[config.mk]
export PLATFORM = sky130hd
export DESIGN_NAME = serial_tx_shifter
export DESIGN_NICKNAME = d
export VERILOG_FILES = /design/src/rtl/serial_tx_shifter.sv
export SDC_FILE = /design/constraint.sdc
export NUM_CORES = 1
export LEC_CHECK = 0
export BUFFER_PORTS_ARGS = -buffer_cell sky130_fd_sc_hd__buf_4
export CAP_MARGIN = 20
export CORE_MARGIN = 10
export CORE_UTILIZATION = 35
export CTS_CLUSTER_DIAMETER = 50
export DETAILED_ROUTE_END_ITERATION = 10
export PLACE_DENSITY = 0.64
export SLEW_MARGIN = 20
export SYNTH_ARGS = -nofsm -noshare
export SYNTH_HDL_FRONTEND = slang
export SYNTH_SLANG_ARGS = --single-unit
[constraint.sdc]
create_clock -name clk -period 1.9 [get_ports clk]
set_clock_uncertainty 0.15 [all_clocks]
set_input_delay 0.19 -clock clk [delete_from_list [all_inputs] [get_ports clk]]
set_output_delay 0.19 -clock clk [all_outputs]
set_load 0.02 [all_outputs]
[src/rtl/serial_tx_shifter.sv]
// rtl/serial_tx_shifter.sv - parallel-to-serial transmitter with generated sclk and frame strobe
//
// Purpose: accepts a WIDTH-bit word on a start/ready handshake and shifts it out
// bit-serially. The far end captures sdo_out on rising sclk_out edges.
//
// Optional build macro: PARITY_EN appends one even-parity bit (XOR of the data
// bits) after the data bits, in its own bit period.
//
// Ports:
//   clk       in   system clock, all logic on posedge
//   rst       in   synchronous reset, active-high
//   start     in   request to send data_in; accepted only when ready=1
//   data_in   in   word to send; sampled on the accepting edge only
//   ready     out  1 in IDLE: a start will be accepted
//   busy      out  1 while a frame is in progress (SHIFT or DONE)
//   done      out  one-cycle pulse after the last bit completes
//   sdo_out   out  serial data
//   sclk_out  out  serial clock; idles low
//   cs_n_out  out  frame strobe, low during SHIFT; idles high
module serial_tx_shifter #(
    parameter int WIDTH     = 8,
    parameter int CLK_DIV   = 4,
    parameter int MSB_FIRST = 1
) (
    input  logic             clk,
    input  logic             rst,
    input  logic             start,
    input  logic [WIDTH-1:0] data_in,
    output logic             ready,
    output logic             busy,
    output logic             done,
    output logic             sdo_out,
    output logic             sclk_out,
    output logic             cs_n_out
);

`ifdef PARITY_EN
    localparam int NBITS = WIDTH + 1;
`else
    localparam int NBITS = WIDTH;
`endif

    // Divider counts 0 .. 2*CLK_DIV-1 across one bit period; sclk is high in
    // the upper half, so data (updated at count wrap) is stable at the rise.
    localparam int DIV_TC = 2 * CLK_DIV - 1;
    localparam int DIV_W  = $clog2(2 * CLK_DIV);
    localparam int BIT_W  = $clog2(NBITS);

    typedef enum logic [1:0] {
        IDLE  = 2'd0,
        SHIFT = 2'd1,
        DONE  = 2'd2
    } state_t;

    state_t             state;
    state_t             next_state;
    logic [DIV_W-1:0]   div_cnt;
    logic [BIT_W-1:0]   bit_cnt;
    logic [NBITS-1:0]   shreg;
    logic [NBITS-1:0]   load_word;
    logic               div_last;
    logic               bit_last;

    assign div_last = (div_cnt == DIV_W'(DIV_TC));
    assign bit_last = (bit_cnt == BIT_W'(NBITS - 1));

    // The parity bit is placed at the end of the shift order so it always
    // leaves after the data bits, whichever direction is selected.
    always_comb begin
        load_word = '0;
`ifdef PARITY_EN
        if (MSB_FIRST != 0) begin
            load_word = {data_in, ^data_in};
        end else begin
            load_word = {^data_in, data_in};
        end
`else
        load_word = data_in;
`endif
    end

    always_ff @(posedge clk) begin
        if (rst) begin
            state   <= IDLE;
            div_cnt <= '0;
            bit_cnt <= '0;
            shreg   <= '0;
        end else begin
            state <= next_state;
            case (state)
                IDLE: begin
                    if (start) begin
                        shreg   <= load_word;
                        div_cnt <= '0;
                        bit_cnt <= '0;
                    end
                end
                SHIFT: begin
                    if (div_last) begin
                        div_cnt <= '0;
                        if (MSB_FIRST != 0) begin
                            shreg <= {shreg[NBITS-2:0], 1'b0};
                        end else begin
                            shreg <= {1'b0, shreg[NBITS-1:1]};
                        end
                        if (bit_last) begin
                            bit_cnt <= '0;
                        end else begin
                            bit_cnt <= bit_cnt + BIT_W'(1);
                        end
                    end else begin
                        div_cnt <= div_cnt + DIV_W'(1);
                    end
                end
                default: begin
                end
            endcase
        end
    end

    always_comb begin
        next_state = state;
        ready      = 1'b0;
        busy       = 1'b0;
        done       = 1'b0;
        sdo_out    = 1'b0;
        sclk_out   = 1'b0;
        cs_n_out   = 1'b1;
        case (state)
            IDLE: begin
                ready = 1'b1;
                if (start) begin
                    next_state = SHIFT;
                end
            end
            SHIFT: begin
                busy     = 1'b1;
                cs_n_out = 1'b0;
                sclk_out = (div_cnt >= DIV_W'(CLK_DIV));
                sdo_out  = (MSB_FIRST != 0) ? shreg[NBITS-1] : shreg[0];
                if (div_last && bit_last) begin
                    next_state = DONE;
                end
            end
            DONE: begin
                busy       = 1'b1;
                done       = 1'b1;
                next_state = IDLE;
            end
            default: begin
                next_state = IDLE;
            end
        endcase
    end

endmodule

Yosys cells after proc, flatten, opt, wreduce, memory -nomap -nowiden:

Cells that the tools add are included.

* flip-flop bits (word level): 16
* bits of input ports: 11
* output and inout bits: 6

* add/subtract/negate cells: 2
* order comparisons: 1
* eq/ne operators: 7
* multiplexer cells: 18
* reduce and logical (&&, ||, !) cells: 7

Operators by type and width (number)
* $mux W8: 2
* $pmux W8 S2: 1
* $mux W3: 4
* $pmux W3 S2: 2
* $add A3 B1 Y3 const B: 2
* $eq A3 B3 Y1 const B: 2
* $mux W1: 6
* $ne A2 B2 Y1 const B: 3
* $mux W2: 2
* $pmux W2 S2: 1
* $reduce_and A2 Y1: 2
* $ge A3 B3 Y1 const B: 1
* $reduce_and A3 Y1: 1
* $eq A2 B1 Y1 const B: 1
* $eq A2 B2 Y1 const B: 1
* $logic_not A2 Y1: 1
* $reduce_bool A2 Y1: 1
* $reduce_or A2 Y1: 1
* $logic_and A1 B1 Y1: 1

Depth between registers and ports, before layout:

Gate-level depths: netlist (run 1).

* depth after elaboration: 4
* gate-level depth with buffers: 7

Worst setup path after synthesis (run 1):

No wires, ideal clock.

* kind: register to register
* from: register state[0]
* to: register shreg[7]
* setup time: 133 ps
* arrival: 1398 ps
* required time: 1617 ps
* path slack: 219 ps
* cell stages (with the launch flop): 8
* clock period less this slack: 1681 ps
* cells stage by stage: dfxtp_1 > inv_1 > ha_1 > buf_6 > or2_1 > buf_2 > a31oi_1 > nor3_1

* longest elaborated chain between the ends: 3
* elaborated cells on any way between the ends: 7

RTL lines
* start, declared: RTL line 55 `state_t state;`
* start signal, assigned: RTL line 89 `state <= next_state;`
* $eq A2 B1 Y1 / $logic_not A2 Y1 (equally long branches): RTL line 90 `case (state)`
* $ne A2 B2 Y1 (no line) / $reduce_bool A2 Y1 (equally long branches)
* $reduce_and A3 Y1 (no line)
* end signal, assigned: RTL line 93 `shreg <= load_word;`
* end signal, assigned: RTL line 102 `shreg <= {shreg[NBITS-2:0], 1'b0};`
* end signal, assigned: RTL line 104 `shreg <= {1'b0, shreg[NBITS-1:1]};`
* end, declared: RTL line 59 `logic [NBITS-1:0] shreg;`

Several ways; a longest one is shown, not always the timed one.
A chain may end at the register's enable or synchronous reset.

Final worst setup path (run 1):

* from: register state[1]
* to: output port sdo_out

* longest elaborated chain between the ends: 2

RTL lines
* $eq A2 B1 Y1: RTL line 129 `case (state)`
* $mux W1: RTL line 129
* end, declared: RTL line 32 `output logic sdo_out,`

Every way passes these cells.

==> flow_metrics.tcl, run 1 <==
set metrics [dict create \
    cp.arrival_ps 1470 \
    drv_cap 0 \
    ys_top_cells_by_area "dfxtp_1 (32%), ha_1 (8.7%), mux2_4 (7.5%)" \
    nets 133 \
    fin_crit_sh 0.955 \
    ys_types 35 \
    crit_path_start_kind "register" \
    layout_commonest_cell "buf_4" \
    place_congestion 0.758 \
    p_leak_nw 0.495 \
    hold_class "in -> reg" \
    layout_common_cells "buf_4 (19), dfxtp_1 (16), a31oi_1 (8), nor3_1 (7), ha_1 (7)" \
    portBuffers 16 \
    ant_nets 0 \
    diodes 0 \
    crit_type "reg -> out" \
    post_layout_nonfiller_instances 145 \
    drc_errors 0 \
    wl_per_cell_um 15.4 \
    drtPass1Iterations 4 \
    tns_ps 0 \
    synth_top_area_share 0.319 \
    die_h_um 73.6 \
    grt_pass1_wl_um 3740 \
    grt_overflow_total 0 \
    grt_start_max_net_pins 17 \
    whs_path_depth 2 \
    p_per_area_mw_per_mm2 995 \
    cp.required_ps 1560 \
    place_inst 141 \
    die-area_mm2 0.00541 \
    vias 798 \
    rsz0062_at_grt "no" \
    setup_viol 0 \
    path_max_fanout 8 \
    wl_um 2240 \
    relSlewSlack 0.742 \
    cts_num_sinks 16 \
    finalHoldViolations 0 \
    global_route.usage.total 0.0833 \
    drive_gt1_frac 0.325 \
    fin_crit_ps 1810 \
    yosys_register_bits 16 \
    numCtsBuffers 3 \
    syn-num-nets 119 \
    avgSynthCellArea_um2 9.95 \
    first_iter_violations 73 \
    die_w_um 73.6 \
    ir_drop_mv 0.567 \
    whs_ps 39.2 \
    clock_latency_ps 290 \
    r2r_cells 6 \
    holdCritStartpoint "rst" \
    antenna_found_initial 0 \
    postSynthCellCount 101 \
    hold_path_end "state[0]$_SDFFE_PP0P_" \
    area_delta_synth_final_pct 14.3 \
    boundaryPins 17 \
    end_kind "output pin" \
    ys_seq_area_frac 0.319 \
    tightest_slew_ps 387 \
    via_per_inst 5.50 \
    initial_core_util 0.364 \
    synth_edf_count 0 \
    post_cts_buffers 0 \
    rows 19 \
    clkTransAtPathRegs_ps 100 \
    setup_slack_ps 86.2 \
    drv_slew 0 \
    synth_warnings 0 \
    dp_hpwl_um 1570 \
    yosys.area.top_type "dfxtp_1" \
    cts.path.max_buffers 2 \
    cts_tree "built" \
    max_freq_mhz 551 \
    status "finished clean" \
    synth_ff_type "dfxtp_1" \
    cts_max_level 1 \
    synthArstFlopShare 0 \
    r2r-start "state[1]$_SDFFE_PP0P_" \
    syn_area_mm2 0.00100 \
    preCtsSetupSlack_ps 142 \
    cts-root-buf "clkbuf_4" \
    ff2ff_setup_slack_ps 140 \
    r2r_end "bit_cnt[0]$_SDFFE_PP0P_" \
    grt_pass1_vias 825 \
    core-area_mm2 0.00276 \
]
## synth_stat cells, types with 2 or more instances
library cell / count
mux2_4: 5
mux2_1: 2
buf_6: 5
and2_1: 2
ha_1: 7
a32oi_1: 3
a21oi_1: 6
inv_1: 4
nor3_1: 7
nand4_1: 3
nor2_1: 4
nor4_2: 2
o31ai_1: 3
dfxtp_1: 16
nor4_1: 5
a31oi_1: 8
## cell families after synthesis
group                    count (synthesis)  synth area share
AO/OA/AOI/OAI                           24             0.169
adder cells (fa/ha/maj)                  7            0.0872
multiplexers                             8             0.107
buffers and inverters                   14            0.0959
flip-flops                              16             0.319
AND/OR/NAND/NOR                         32             0.222
## sequential cells by signal (all words and copies together), names as in the netlist
name / count
shreg: 8
bit_cnt: 3
state: 2
div_cnt: 3
## critical path: stages (launching register included)
cell and delay [ps]:
dfxtp_1 370, inv_1 70, ha_1 240, buf_4 210, and2_1 140, buf_4 150
## metrics by stage
stage          power, mW   util  cell area (um^2)
6_report            1.14  0.417              1150
4_1_cts             1.15  0.414              1140
3_3_place_gp       0.898  0.401              1100
3_5_place_dp       0.910  0.401              1100
5_1_grt             1.22  0.417              1150
2_1_floorplan      0.831      -              1000
## worst max-delay path by stage
stage / start / endpoint / slack (ps) / cells after the start
4_1_cts: state[1]$_SDFFE_PP0P_ / sdo_out / 80 / 5
2_1_floorplan: state[0]$_SDFFE_PP0P_ / shreg[7]$_SDFFE_PP0P_ / 220 / 7
6_report: state[1]$_SDFFE_PP0P_ / sdo_out / 90 / 5
5_1_grt: state[1]$_SDFFE_PP0P_ / sdo_out / 20 / 5
3_5_place_dp: state[1]$_SDFFE_PP0P_ / bit_cnt[0]$_SDFFE_PP0P_ / 140 / 6
3_3_place_gp: state[1]$_SDFFE_PP0P_ / shreg[7]$_SDFFE_PP0P_ / 180 / 6
## power breakdown
group | internal [mW] | switching (mW) | total (mW)
clock | 0.117 | 0.114 | 0.231
sequential | 0.390 | 0.0302 | 0.421
combinational | 0.217 | 0.274 | 0.491
total | 0.725 | 0.419 | 1.14
## what timing repair did
item                                    4_1_cts  5_1_grt
endpoints found under the setup margin        0        3
endpoints found under the hold margin         0        0
resized for setup                             0        2
hold buffers                                  0        0
## final cells by class
cell class / count / area, um^2
inverter: 4 / 15.0
clock buffer: 4 / 36.3
fill: 281 / 1610
sequential: 16 / 320
tap: 31 / 38.8
multi-input combinational: 71 / 596
timing repair buffer: 19 / 143
## per-layer routing
metal | share of wire | vias to the layer above | routed length, um | GRT usage
met4 | 0.0049 | 0 | 11 | 0.0124
met3 | 0.081 | 3 | 181 | 0.0417
met2 | 0.46 | 18 | 1030 | 0.136
met5 | 0 | - | 0 | 0
met1 | 0.45 | 373 | 1010 | 0.0967
li1 | - | 404 | - | -
(Power assumes the default switching activity.)
==> inputs of run 2 (changes only) <==
--- a/config.mk
+++ b/config.mk
@@ -5,13 +5,13 @@
 export SDC_FILE = /design/constraint.sdc
 export NUM_CORES = 1
 export LEC_CHECK = 0
-export BUFFER_PORTS_ARGS = -buffer_cell sky130_fd_sc_hd__buf_4
 export CAP_MARGIN = 20
 export CORE_MARGIN = 10
 export CORE_UTILIZATION = 35
 export CTS_CLUSTER_DIAMETER = 50
 export DETAILED_ROUTE_END_ITERATION = 10
-export PLACE_DENSITY = 0.64
+export DONT_BUFFER_PORTS = 1
+export PLACE_DENSITY = 0.59
 export SLEW_MARGIN = 20
 export SYNTH_ARGS = -nofsm -noshare
 export SYNTH_HDL_FRONTEND = slang
==> run 2 against run 1 <==
Global-route usage fell by 0.24 points. Die area unchanged. Critical endpoint is now cs_n_out. Flip-flop and latch count did not move. Highest routed layer unchanged. Final cell count shrank 8.3%. Register-to-register slack better by 20 ps. Critical path depth stayed put. Wire length down 6.0%. Combinational power down 5.5%. Sequential share of layout area rose by 2.0 points. Non-clock buffer count shrank 12. Via count down 5.1%.
==> flow_metrics.tcl, run 2 (same netlist as run 1, synthesis figures left out) <==
set metrics [dict create \
    numCtsBuffers 3 \
    drv_slew 0 \
    fin_util 0.389 \
    global_route.usage.total 0.0809 \
    fin_crit_ps 1780 \
    via_per_inst 5.69 \
    relSlewSlack 0.575 \
    highest_layer "met4" \
    cts.path.max_buffers 2 \
    rsz0062_at_grt "no" \
    drive_gt1_frac 0.235 \
    clkTransAtPathRegs_ps 100 \
    crit_path_start_kind "register" \
    finalHoldViolations 0 \
    whs_ps 48.9 \
    ir_drop_mv 0.758 \
    crit_type "reg -> out" \
    tns_ps 0 \
    vias 757 \
    grt_overflow_total 0 \
    cts-root-buf "clkbuf_4" \
    end_kind "output pin" \
    met2_wirelength_um 877 \
    die_h_um 73.6 \
    dp_hpwl_um 1520 \
    ff2ff_setup_slack_ps 160 \
    layout_common_cells "dfxtp_1 (16), a31oi_1 (8), nor3_1 (7), a21oi_1 (6), ha_1 (6)" \
    diodes 0 \
    portBuffers 0 \
    drc_errors 0 \
    cts_tree "built" \
    die-area_mm2 0.00541 \
    tightest_slew_ps 635 \
    hold_class "in -> reg" \
    top_regs "shreg x8, bit_cnt x3, div_cnt x3" \
    grt_pass1_vias 768 \
    status "finished clean" \
    wl_met3_um 193 \
    p_per_area_mw_per_mm2 1040 \
    drtPass1Iterations 4 \
    combPwrFrac 0.415 \
    preCtsSetupSlack_ps 140 \
    switchingPower_mw 0.404 \
    area_delta_synth_final_pct 6.85 \
    fillCellCount 286 \
    core-area_mm2 0.00276 \
    grt_start_max_net_pins 17 \
    wl_met1_um 1020 \
    setup_viol 0 \
    cp.arrival_ps 1440 \
    swShare 0.362 \
    place_congestion 0.743 \
    clock_latency_ps 290 \
    drv_cap 0 \
    initial_core_util 0.364 \
    nets 121 \
    slowest_stage "dfxtp_1" \
    setup_slack_ps 116 \
    p_leak_nw 0.436 \
    die_w_um 73.6 \
    path_max_fanout 10 \
    boundaryPins 17 \
    ant_nets 0 \
    max_freq_mhz 561 \
    cts_num_sinks 16 \
    placed_area_mm2 0.00101 \
    power_frac_clock 0.206 \
    p_int_mw 0.714 \
    sequentialPowerShare 0.379 \
    largest_register "shreg" \
    critPathMaxStageDelay_ps 340 \
    cp_cell_sequence "inv_1 > ha_2 > buf_4 > inv_1 > buf_4" \
    first_iter_violations 47 \
    fin_crit_sh 0.939 \
    rows 19 \
    grt_pass1_wl_um 3500 \
    layout_commonest_cell "dfxtp_1" \
    final_cell_area_mm2 0.00107 \
    wl_per_cell_um 15.8 \
    wl_um 2110 \
    cp.required_ps 1560 \
    antenna_found_initial 0 \
    cts_max_level 1 \
    largest_reg_flops 8 \
]
-- run 2: cell types whose count changed in the layout (fill, tap and decap cells not counted), sizes merged --
| cell | change |
|---|---|
| buf | -14 |
| dlygate4sd3 | +2 |
-- run 2: power groups by stage --
stage | clock network, mW | logic, mW | registers (mW)
6_report | 0.230 | 0.464 | 0.423
3_3_place_gp | 0 | 0.451 | 0.430
2_1_floorplan | 0 | 0.411 | 0.421
3_5_place_dp | 0 | 0.454 | 0.431
4_1_cts | 0.240 | 0.467 | 0.423
5_1_grt | 0.253 | 0.513 | 0.429
-- run 2: cell type report --
cell class	count	area, um^2	share of cell area
multi-input cells	71	593	0.552
inverters	4	15.0	0.0140
clock buffers	4	36.3	0.0338
repair buffers	7	70.1	0.0653
flip-flops and latches	16	320	0.298
well taps	31	38.8	0.0361
-- run 2: per-stage QoR --
stage / power [mW] / instances
global placement: 0.881 / 127
detailed placement: 0.885 / 127
CTS: 1.13 / 133
global route: 1.20 / 133
floorplan: 0.831 / 101
finish: 1.12 / 133
-- run 2: timing repair --
item	in CTS	in global routing
hold buffers	2	0
pin swaps	0	0
setup buffers	0	0
endpoints found under the setup margin	1	6
endpoints found under the hold margin	16	0
gates resized for setup	1	2
-- run 2: final timing paths --
kind / start / endpoint / cells past startpoint
max: state[1]$_SDFFE_PP0P_ / cs_n_out / 5
min: data_in[1] / shreg[1]$_SDFFE_PP0P_ / 3
max reg2reg: div_cnt[0]$_SDFFE_PP0P_ / shreg[4]$_SDFFE_PP0P_ / 5
min reg2reg: bit_cnt[1]$_SDFFE_PP0P_ / bit_cnt[1]$_SDFFE_PP0P_ / 2
-- run 2: worst max-delay path, delay by kind of cell (launching register included) --
family | cells | cell delay (ps)
buffers and inverters | 4 | 540
adders and majority gates | 1 | 270
DFF | 1 | 340
-- run 2: metal layers --
metal  track usage  up-vias
met1        0.0946      347
met4        0.0269        0
met2         0.123       27
li1              -      381
met3        0.0431        2
met5             0        -
==> inputs of run 3 (changes only) <==
--- a/config.mk
+++ b/config.mk
@@ -5,13 +5,13 @@
 export SDC_FILE = /design/constraint.sdc
 export NUM_CORES = 1
 export LEC_CHECK = 0
+export BUFFER_PORTS_ARGS = -buffer_cell sky130_fd_sc_hd__buf_4
 export CAP_MARGIN = 20
 export CORE_MARGIN = 10
-export CORE_UTILIZATION = 35
+export CORE_UTILIZATION = 36
 export CTS_CLUSTER_DIAMETER = 50
 export DETAILED_ROUTE_END_ITERATION = 10
-export DONT_BUFFER_PORTS = 1
-export PLACE_DENSITY = 0.59
+export PLACE_DENSITY = 0.65
 export SLEW_MARGIN = 20
 export SYNTH_ARGS = -nofsm -noshare
 export SYNTH_HDL_FRONTEND = slang
==> run 3 against run 2 <==
Maximum frequency up 2.5%. Sequential share of layout area down 1.7 points. Total power up 1.4%. Worst setup slack better by 44 ps. Utilization up 3.1 points. First-iteration DRC count down 2.1%. Via count up 6.5%. Count of clock-buffer cells in the layout unchanged. Final cell count up 7.5%. Clock power up 3%. Critical path depth unchanged. Sequential power about the same.
==> flow_metrics.tcl, run 3 (same netlist as run 1, synthesis figures left out) <==
set metrics [dict create \
    crit_type "reg -> out" \
    finalHoldViolations 0 \
    sequentialPowerShare 0.372 \
    path_max_fanout 23 \
    ctsHoldBuffers 0 \
    drtPass1Iterations 2 \
    cp.required_ps 1560 \
    relSlewSlack 0.729 \
    cts_num_sinks 16 \
    met2_usage 0.127 \
    die_h_um 72.8 \
    whs_ps 37.7 \
    numCtsBuffers 3 \
    preCtsSetupSlack_ps 176 \
    grt_overflow_total 0 \
    clkTransAtPathRegs_ps 110 \
    cts_resized 0 \
    first_iter_violations 46 \
    drc_errors 0 \
    area_delta_synth_final_pct 13.4 \
    cts-root-buf "clkbuf_4" \
    fillCellCount 288 \
    seq_area_um2 320 \
    cts_tree "built" \
    initial_core_util 0.371 \
    vias 806 \
    cts_max_level 1 \
    layout_common_cells "dfxtp_1 (16), buf_4 (16), a31oi_1 (8), nor3_1 (7), ha_1 (7)" \
    status "finished clean" \
    boundaryPins 17 \
    p_leak_nw 0.488 \
    largest_reg_flops 8 \
    via_per_inst 5.64 \
    diodes 0 \
    tns_ps 0 \
    busiest_layer "met2" \
    drv_cap 0 \
    fin_crit_ps 1740 \
    fin_crit_sh 0.916 \
    max_freq_mhz 575 \
    wl_um 2100 \
    grt_pass1_vias 845 \
    clock_latency_ps 300 \
    hold_class "in -> reg" \
    ant_nets 0 \
    grt_start_max_net_pins 24 \
    rows 19 \
    drv_slew 0 \
    power_frac_clock 0.209 \
    cp.arrival_ps 1400 \
    setup_viol 0 \
    nets 131 \
    die_w_um 72.8 \
    p_per_area_mw_per_mm2 994 \
    multi_input_area_um2 589 \
    rsz0062_at_grt "no" \
    swShare 0.365 \
    antenna_found_initial 0 \
    combPwrFrac 0.419 \
    dp_hpwl_um 1450 \
    post_cts_buffers 0 \
    ir_drop_mv 0.629 \
    wl_per_cell_um 14.7 \
    drive_gt1_frac 0.304 \
    p_int_mw 0.720 \
    switchingPower_mw 0.413 \
    grt_util_met3 0.0517 \
    grt_pass1_wl_um 3710 \
    top_regs "shreg x8, bit_cnt x3, div_cnt x3" \
    met1_usage 0.0973 \
    tightest_slew_ps 406 \
    crit_path_start_kind "register" \
    global_route.usage.total 0.0854 \
    die-area_mm2 0.00530 \
    cts.path.max_buffers 2 \
    place_congestion 0.778 \
    portBuffers 16 \
    largest_register "shreg" \
    core-area_mm2 0.00271 \
    setup_slack_ps 160 \
    end_kind "output pin" \
]
## run 3: cell types whose count changed in the layout (fill, tap and decap cells not counted)
cell / previous run / this run
ha_1: 6 / 7
and2_1: 1 / 2
ha_2: 1 / 0
dlygate4sd3_1: 2 / 0
buf_4: 4 / 16
and2_2: 1 / 0
## run 3: final timing paths
path	cells after the start	slack, ps	startpoint	to
worst min register to register	2	340	bit_cnt[2]$_SDFFE_PP0P_	bit_cnt[2]$_SDFFE_PP0P_
worst min-delay path	2	40	rst	bit_cnt[1]$_SDFFE_PP0P_
worst max register to register	5	170	state[0]$_SDFFE_PP0P_	shreg[1]$_SDFFE_PP0P_
worst max-delay path	5	160	state[1]$_SDFFE_PP0P_	sclk_out
## run 3: critical path, cell delays in order, from the launching register on
cell	delay (ps)
dfxtp_1	370
inv_1	70
ha_1	210
buf_12	170
and2_1	140
buf_4	150
## run 3: per-layer routing
layer  wire, um  vias to the layer above
met2        872                       19
met4         17                        0
li1           -                      405
met5          0                        -
met1       1010                      380
met3        200                        2
## run 3: area by class of cell
type                       instances  share of cell area
sequential                        16               0.281
clock buffer                       4              0.0318
timing repair buffer              17               0.123
inverter                           4              0.0132
tap                               31              0.0340
multi-input combinational         71               0.517
## run 3: power groups by stage
| stage | registers [mW] | clock network (mW) | logic [mW] |
|---|---|---|---|
| detailed placement | 0.429 | 0 | 0.475 |
| finish | 0.421 | 0.237 | 0.475 |
| global placement | 0.427 | 0 | 0.469 |
| global route | 0.429 | 0.255 | 0.521 |
| floorplan | 0.421 | 0 | 0.411 |
| CTS | 0.421 | 0.241 | 0.477 |
## run 3: stage by stage
stage	power [mW]	std cells	cell area, um^2	utilization
4_1_cts	1.14	143	1140	0.420
2_1_floorplan	0.831	101	1000	-
6_report	1.13	143	1140	0.421
5_1_grt	1.21	143	1140	0.421
3_5_place_dp	0.904	139	1100	0.407
3_3_place_gp	0.896	139	1100	0.407
